===== config.mk =====
export PLATFORM = sky130hd
export DESIGN_NAME = accu_burst_ctrl
export DESIGN_NICKNAME = d
export VERILOG_FILES = /design/src/rtl/accu_pkg.sv /design/src/rtl/accu_burst_ctrl_accumulator.sv /design/src/rtl/accu_burst_ctrl.sv
export SDC_FILE = /design/constraint.sdc
export NUM_CORES = 1
export LEC_CHECK = 0
export ABC_AREA = 1
export BUFFER_PORTS_ARGS = -buffer_cell sky130_fd_sc_hd__buf_4
export CORE_ASPECT_RATIO = 0.7
export CORE_UTILIZATION = 45
export CTS_CLUSTER_SIZE = 28
export DETAILED_ROUTE_END_ITERATION = 12
export GPL_ROUTABILITY_DRIVEN = 0
export HOLD_SLACK_MARGIN = 0.06
export PLACE_DENSITY_LB_ADDON = 0.2
export SLEW_MARGIN = 10
export SYNTH_ARGS = -nofsm -noshare
export SYNTH_HDL_FRONTEND = slang
export SYNTH_SLANG_ARGS = --single-unit

===== constraint.sdc =====
create_clock -name clk -period 2 [get_ports clk]
set_input_delay 0.2 -clock clk [delete_from_list [all_inputs] [get_ports clk]]
set_output_delay 0.2 -clock clk [all_outputs]
set_load 0.02 [all_outputs]

===== src/rtl/accu_pkg.sv =====
// Shared definitions for the burst accumulator controller: FSM state encoding
// and default datapath widths.
package accu_pkg;

    typedef enum logic [1:0] {
        IDLE  = 2'd0,
        ACCUM = 2'd1,
        DONE  = 2'd2
    } accu_state_t;

    localparam int ACCU_W     = 16;
    localparam int ACCU_CNT_W = 8;

endpackage


===== src/rtl/accu_burst_ctrl_accumulator.sv =====
// Free-running accumulator: synchronous clear, adds d into acc whenever en is
// high, wrapping modulo 2^W.
module Accumulator #(
    parameter int W = 16
) (
    input  logic         clk,
    input  logic         rst,
    input  logic         en,
    input  logic [W-1:0] d,
    output logic [W-1:0] acc
);

    logic [W-1:0] acc_r;

    // Running sum register; clear wins over enable.
    always_ff @(posedge clk) begin
        if (rst) begin
            acc_r <= {W{1'b0}};
        end else if (en) begin
            acc_r <= acc_r + d;
        end else begin
            acc_r <= acc_r;
        end
    end

    assign acc = acc_r;

endmodule


===== src/rtl/accu_burst_ctrl.sv =====
// Transaction wrapper around Accumulator: a command of N beats clears the sum,
// consumes N samples, then holds the result until the consumer takes it.
module accu_burst_ctrl
    import accu_pkg::*;
#(
    parameter int W     = ACCU_W,
    parameter int CNT_W = ACCU_CNT_W
) (
    input  logic             clk,
    input  logic             rst,
    input  logic             cmd_valid,
    output logic             cmd_ready,
    input  logic [CNT_W-1:0] cmd_len,
    input  logic             in_valid,
    output logic             in_ready,
    input  logic [W-1:0]     in_data,
    output logic             out_valid,
    input  logic             out_ready,
    output logic [W-1:0]     out_sum,
    output logic             out_ovf,
    output logic             busy
);

    localparam logic [CNT_W-1:0] CNT_ONE  = {{(CNT_W-1){1'b0}}, 1'b1};
    localparam logic [CNT_W-1:0] CNT_ZERO = {CNT_W{1'b0}};

    accu_state_t      state_r;
    accu_state_t      state_nx_s;
    logic [CNT_W-1:0] remaining_r;
    logic             flag_r;
    logic             cmd_ready_r;
    logic             in_ready_r;
    logic             out_valid_r;
    logic             busy_r;
    logic [W-1:0]     acc_s;
    logic [W:0]       sum_ext_s;
    logic             cmd_hs_s;
    logic             beat_s;
    logic             out_hs_s;
    logic             acc_clr_s;

    assign cmd_hs_s  = cmd_valid & cmd_ready_r;
    assign beat_s    = in_valid & in_ready_r;
    assign out_hs_s  = out_valid_r & out_ready;
    assign acc_clr_s = rst | cmd_hs_s;
    // Extra bit captures the carry out of the top sum bit for the overflow flag.
    assign sum_ext_s = {1'b0, acc_s} + {1'b0, in_data};

    Accumulator #(.W(W)) u_acc (
        .clk (clk),
        .rst (acc_clr_s),
        .en  (beat_s),
        .d   (in_data),
        .acc (acc_s)
    );

    // Next-state decode for the burst sequencer.
    always_comb begin
        state_nx_s = state_r;
        case (state_r)
            IDLE: begin
                if (cmd_hs_s) begin
                    if (cmd_len != CNT_ZERO) begin
                        state_nx_s = ACCUM;
                    end else begin
                        state_nx_s = DONE;
                    end
                end else begin
                    state_nx_s = IDLE;
                end
            end
            ACCUM: begin
                if (beat_s && (remaining_r == CNT_ONE)) begin
                    state_nx_s = DONE;
                end else begin
                    state_nx_s = ACCUM;
                end
            end
            DONE: begin
                if (out_hs_s) begin
                    state_nx_s = IDLE;
                end else begin
                    state_nx_s = DONE;
                end
            end
            default: begin
                state_nx_s = IDLE;
            end
        endcase
    end

    // State register with handshake flags registered from the next state.
    always_ff @(posedge clk) begin
        if (rst) begin
            state_r     <= IDLE;
            cmd_ready_r <= 1'b1;
            in_ready_r  <= 1'b0;
            out_valid_r <= 1'b0;
            busy_r      <= 1'b0;
        end else begin
            state_r     <= state_nx_s;
            cmd_ready_r <= (state_nx_s == IDLE);
            in_ready_r  <= (state_nx_s == ACCUM);
            out_valid_r <= (state_nx_s == DONE);
            busy_r      <= (state_nx_s != IDLE);
        end
    end

    // Beat counter and sticky carry flag for the current burst.
    always_ff @(posedge clk) begin
        if (rst) begin
            remaining_r <= CNT_ZERO;
            flag_r      <= 1'b0;
        end else if (cmd_hs_s) begin
            remaining_r <= cmd_len;
            flag_r      <= 1'b0;
        end else if (beat_s) begin
            remaining_r <= remaining_r - CNT_ONE;
            flag_r      <= flag_r | sum_ext_s[W];
        end else begin
            remaining_r <= remaining_r;
            flag_r      <= flag_r;
        end
    end

    assign cmd_ready = cmd_ready_r;
    assign in_ready  = in_ready_r;
    assign out_valid = out_valid_r;
    assign out_sum   = acc_s;
    assign out_ovf   = flag_r;
    assign busy      = busy_r;

endmodule


======== Yosys cells after proc, flatten, opt, wreduce, memory -nomap -nowiden ========
Cells that the tools add are included.
word-level totals
  register bits after elaboration ......... 31
  input bits .............................. 29
operators by class
  $add $sub $neg .......................... 3
  eq/ne operators ......................... 5
  multiplexer cells ....................... 7
  bitwise logic cells ..................... 5
  reductions and logical operators ........ 7
operator list
  cell                   number
  $add A16 B16 Y17       1
  $add A16 B16 Y16       1
  $mux W8                2
  $eq A8 B1 Y1 const B   1
  $mux W2                4
  $reduce_bool A8 Y1     1
  $sub A8 B1 Y8 const B  1
  $pmux W2 S3            1
  $eq A2 B1 Y1 const B   2
  $eq A2 B2 Y1 const B   2
  $logic_not A2 Y1       2
  $reduce_bool A2 Y1     2
  $and A1 B1 Y1          3
  $or A1 B1 Y1           2
  $reduce_or A2 Y1       1
  $logic_and A1 B1 Y1    1

======== Longest topological paths before layout ========
  depth after elaboration ................. 5
  gate-level depth with buffers ........... 12
  gate-level depth less buffers ........... 12

======== By module ========
From an unflattened synthesis, not the netlist that was laid out.
unflattened totals
  cell total of the unflattened synthesis .. 430
  area, all modules ....................... 2678.8 um^2
modules (own cells, without submodules)
  module           instances  cells each  area an instance (um^2)
  Accumulator      1          270         1539.0
  accu_burst_ctrl  1          160         1139.8

======== Least setup slack after synthesis ========
OpenSTA, ideal clock, no wires.
  path type ............................... flip-flop to flip-flop
  from .................................... reg u_acc.acc_r[0], in the netlist u_acc.acc[0]
  to ...................................... reg u_acc.acc_r[8], in the netlist u_acc.acc[8]
  setup time .............................. 0.109 ns
  data arrival time ....................... 1.607 ns
  data required time ...................... 1.891 ns
  slack ................................... 0.284 ns
  cell stages (with the launch flop) ...... 12
  path buffers ............................ 0
  clock period less this slack ............ 1.716 ns
  path through ............................ dfxtp_1 > ha_1 > fa_1 > nand2_1 > nand2_1 > and2_4 > nand2_2 > nand2_2 > xnor2_1 > nand2_1 > nand2_1 > inv_1
between the ends
  cells in the longest elaborated chain, start to end .. 1
RTL lines
  element                 line                               text
  from (decl)             accu_burst_ctrl_accumulator.sv:13  logic [W-1:0] acc_r;
  from (signal assigned)  accu_burst_ctrl_accumulator.sv:18  acc_r <= {W{1'b0}};
  from (signal assigned)  accu_burst_ctrl_accumulator.sv:20  acc_r <= acc_r + d;
  from (signal assigned)  accu_burst_ctrl_accumulator.sv:22  acc_r <= acc_r;
  $add A16 B16 Y16        accu_burst_ctrl_accumulator.sv:20
No other way between the ends.
A chain may end at the register's enable or synchronous reset.

======== Worst setup path after layout ========
  from .................................... reg u_acc.acc_r[0], in the netlist u_acc.acc[0]
  to ...................................... reg u_acc.acc_r[14], in the netlist u_acc.acc[14]
The elaborated chain is that of the path after synthesis.

==> flow_metrics.env <==
export IMPL_cts_made_buffers=5
export IMPL_path_clk_slew_ns=0.07
export IMPL_yosys_area_top_type="dfxtp_1"
export IMPL_critical_path_required_ns=2.19
export IMPL_row_count=21
export IMPL_seq_area_frac_synth=0.260
export IMPL_maxSlewViolCount=0
export IMPL_cp_slowest_cell="fa_1"
export IMPL_synth_edf_count=0
export IMPL_power_density_nw_per_um2=577
export IMPL_grt_overflow=0
export IMPL_die_area_um2=5600
export IMPL_grt_use_total=0.221
export IMPL_yosys_area_top_type_share=0.260
export IMPL_die_w_um=89.0
export IMPL_fp_dieH_um=62.9
export IMPL_synth_main_ff_cell="dfxtp_1"
export IMPL_cts_setup_buffers=0
export IMPL_antenna_cells=0
export IMPL_slowest_delay_ns=0.41
export IMPL_final_nets=486
export IMPL_internal_power_mw=1.11
export IMPL_start_util=0.483
export IMPL_p_leak_nw=1.60
export IMPL_drive_above_1_share=0.199
export IMPL_synth_warnings=0
export IMPL_avgViaCountPerCell=4.81
export IMPL_seqPwrFrac=0.410
export IMPL_cts_root_buf="clkbuf_8"
export IMPL_port_buffers=49
export IMPL_cpMostUsedCell="nand2_1"
export IMPL_yosys_top_cells_count="nand2_1, inv_1, nor2_1"
export IMPL_p_sw_frac=0.335
export IMPL_synthToLayoutAreaGrowth_pct=21.6
export IMPL_syn_nets=434
export IMPL_synth_cells=386
export IMPL_synth_seq_cells=31
export IMPL_end_kind="flip-flop"
export IMPL_place_area_um2=2810
export IMPL_netlist_area_um2=2380
export IMPL_tns_ns=0
export IMPL_grt_antenna_before_repair=0
export IMPL_core_um2=4940
export IMPL_worst_path_buf_inv=1
export IMPL_ioPinCount=50
export IMPL_rsz0062_at_grt="false"
export IMPL_tightestPinTransition_ns=0.312
export IMPL_ant_nets=0
export IMPL_routed_wl_um=5810
export IMPL_p_sw_mw=0.561
export IMPL_min_period_over_period=0.885
export IMPL_critPathTopFamily="simple AND/OR/NAND/NOR gates"
export IMPL_tritoncts="built"
export IMPL_htreeDepth=2
export IMPL_slew_headroom=0.792
export IMPL_irDropWorstVdd_v=0.000255
export IMPL_grt_pass1_wl_um=9510
export IMPL_maxCapViolations=0
export IMPL_fin_worst_skew_ns=0.00689
export IMPL_setup_viol=0
export IMPL_critPathLaunchType="flip-flop"
export IMPL_drtPass1Iterations=4
export IMPL_p_clk_frac=0.306
export IMPL_synth_cell_types=31
export IMPL_wl_per_cell_um=11.5
export IMPL_worst_hold_path_type="in2reg"
export IMPL_critical_path_arrival_ns=1.95
export IMPL_yosysMostFrequentCell="nand2_1"
export IMPL_place_detailed_hpwl_um=4550
export IMPL_clockBufferDepth=2
export IMPL_async_flop_share=0
export IMPL_cts_resized=0
export IMPL_clkLatencyLatePin_ns=0.28
export IMPL_grt_pass1_vias=2033
export IMPL_synthTopCellsByArea="dfxtp_1, nand2_1, inv_1"
export IMPL_path_cells="ha_1 -> fa_1 -> nand2_1 -> nand2_1 -> nand3b_1 -> nand2_1 -> nand2_1 -> nand2_1 -> nand2_1 -> nand3_1 -> nand2_1 -> inv_1"
export IMPL_cp_max_fo=3
export IMPL_num_vias=2437
export IMPL_fin_crit_ns=1.77
export IMPL_drt_iter0_markers=149
export IMPL_cts_hold_buf=0
export IMPL_design_area_um2=2900
export IMPL_post_route_drc_count=0
export IMPL_path_class="reg2reg"
export IMPL_avgSynthCellArea_um2=6.17
export IMPL_grt_max_degree=30
export IMPL_cts_sinks=31
export IMPL_p_comb_frac=0.284
export IMPL_max_freq_mhz=565
export IMPL_status="complete, no violations"
export IMPL_hold_viol_final=0
==> power groups by stage <==
stage	combinational [mW]	sequential [mW]	clock, mW
3_5_place_dp	0.470	0.700	0
6_report	0.475	0.686	0.511
4_1_cts	0.474	0.686	0.524
5_1_grt	0.534	0.691	0.547
2_1_floorplan	0.306	0.718	0
3_3_place_gp	0.465	0.699	0
==> cells by family (layout without fill, tap and decap cells) <==
logic type                 Yosys count  in the layout  share of synthesized area
DFF                                 31             31                      0.260
and+or+nand+nor                    219            219                      0.404
xor gates and xnor gates             5              5                     0.0184
adders and majority gates           19             19                      0.103
buffers and inverters               79            131                      0.132
AOI/OAI and AO/OA                   33             33                     0.0824
==> metrics by stage <==
stage	util	std cells	total power, mW	hold slack [ns]	worst slack (ns)
final	0.587	507	1.67	0.166	0.231
after global routing	0.587	507	1.77	0.181	0.0707
after CTS	0.587	507	1.68	0.157	0.228
after detailed placement	0.569	500	1.17	0.458	0.223
after global placement	0.569	500	1.16	0.454	0.258
after floorplan	-	386	1.02	0.350	0.284
==> sequential cells by signal (all words and copies together) (netlist names) <==
register     cells
busy             1
cmd_ready        1
in_ready         1
out_ovf          1
out_valid        1
remaining_r      8
state_r          2
u_acc.acc       16
==> routing by layer <==
metal / vias up / global-route usage / share of wire
met1: 1054 / 0.349 / 0.53
li1: 1302 / - / -
met5: - / 0 / 0
met4: 0 / 0.0476 / 0.0058
met3: 4 / 0.0515 / 0.077
met2: 77 / 0.296 / 0.39
==> cells in the final DEF (no fill, tap or decap), types with 2 or more instances in the layout <==
cell / netlist / routed
dfxtp_1: 31 / 31
o211ai_1: 6 / 6
nor3_1: 2 / 2
a31oi_1: 4 / 4
nor2_1: 41 / 41
nand2_2: 6 / 6
clkbuf_8: 0 / 6
nor2_2: 5 / 5
nand3b_1: 2 / 2
o21ai_1: 3 / 3
nor3_2: 4 / 4
o21ai_0: 5 / 5
xnor2_1: 3 / 3
a21oi_1: 13 / 13
nand2_1: 115 / 115
nand3_1: 35 / 35
ha_1: 18 / 18
or2_1: 2 / 2
inv_2: 9 / 9
nand4_1: 3 / 3
nor2_4: 2 / 2
buf_4: 1 / 50
xor2_1: 2 / 2
inv_1: 64 / 64
==> area by class of cell <==
class	instances	area, um2
clock buffers	6	82.6
clock inverters	1	5.00
multi-input cells	276	1450
inverters	74	280
well taps	69	86.3
repair buffers	50	375
flip-flops and latches	31	621
fillers	516	2040
==> worst register-to-register path: cells and delay by family, from the launching register on <==
kind	cells	cell delay (ns)
adder cells (fa/ha/maj)	2	0.61
flip-flops	1	0.32
AND/OR/NAND/NOR	9	0.70
buffers and inverters	1	0.03
==> path summary, 6_finish.rpt <==
check | to | start | depth (start not counted) | slack [ns]
hold / removal | remaining_r[6]$_SDFFE_PP0P_ | cmd_len[6] | 3 | 0.17
setup / recovery | u_acc.acc[14]$_SDFFE_PP0P_ | u_acc.acc[0]$_SDFFE_PP0P_ | 12 | 0.23
setup reg to reg | u_acc.acc[14]$_SDFFE_PP0P_ | u_acc.acc[0]$_SDFFE_PP0P_ | 12 | 0.23
hold reg to reg | out_ovf$_SDFFE_PP0P_ | out_ovf$_SDFFE_PP0P_ | 2 | 0.48
Note: power is estimated with default switching activity, not from simulation.
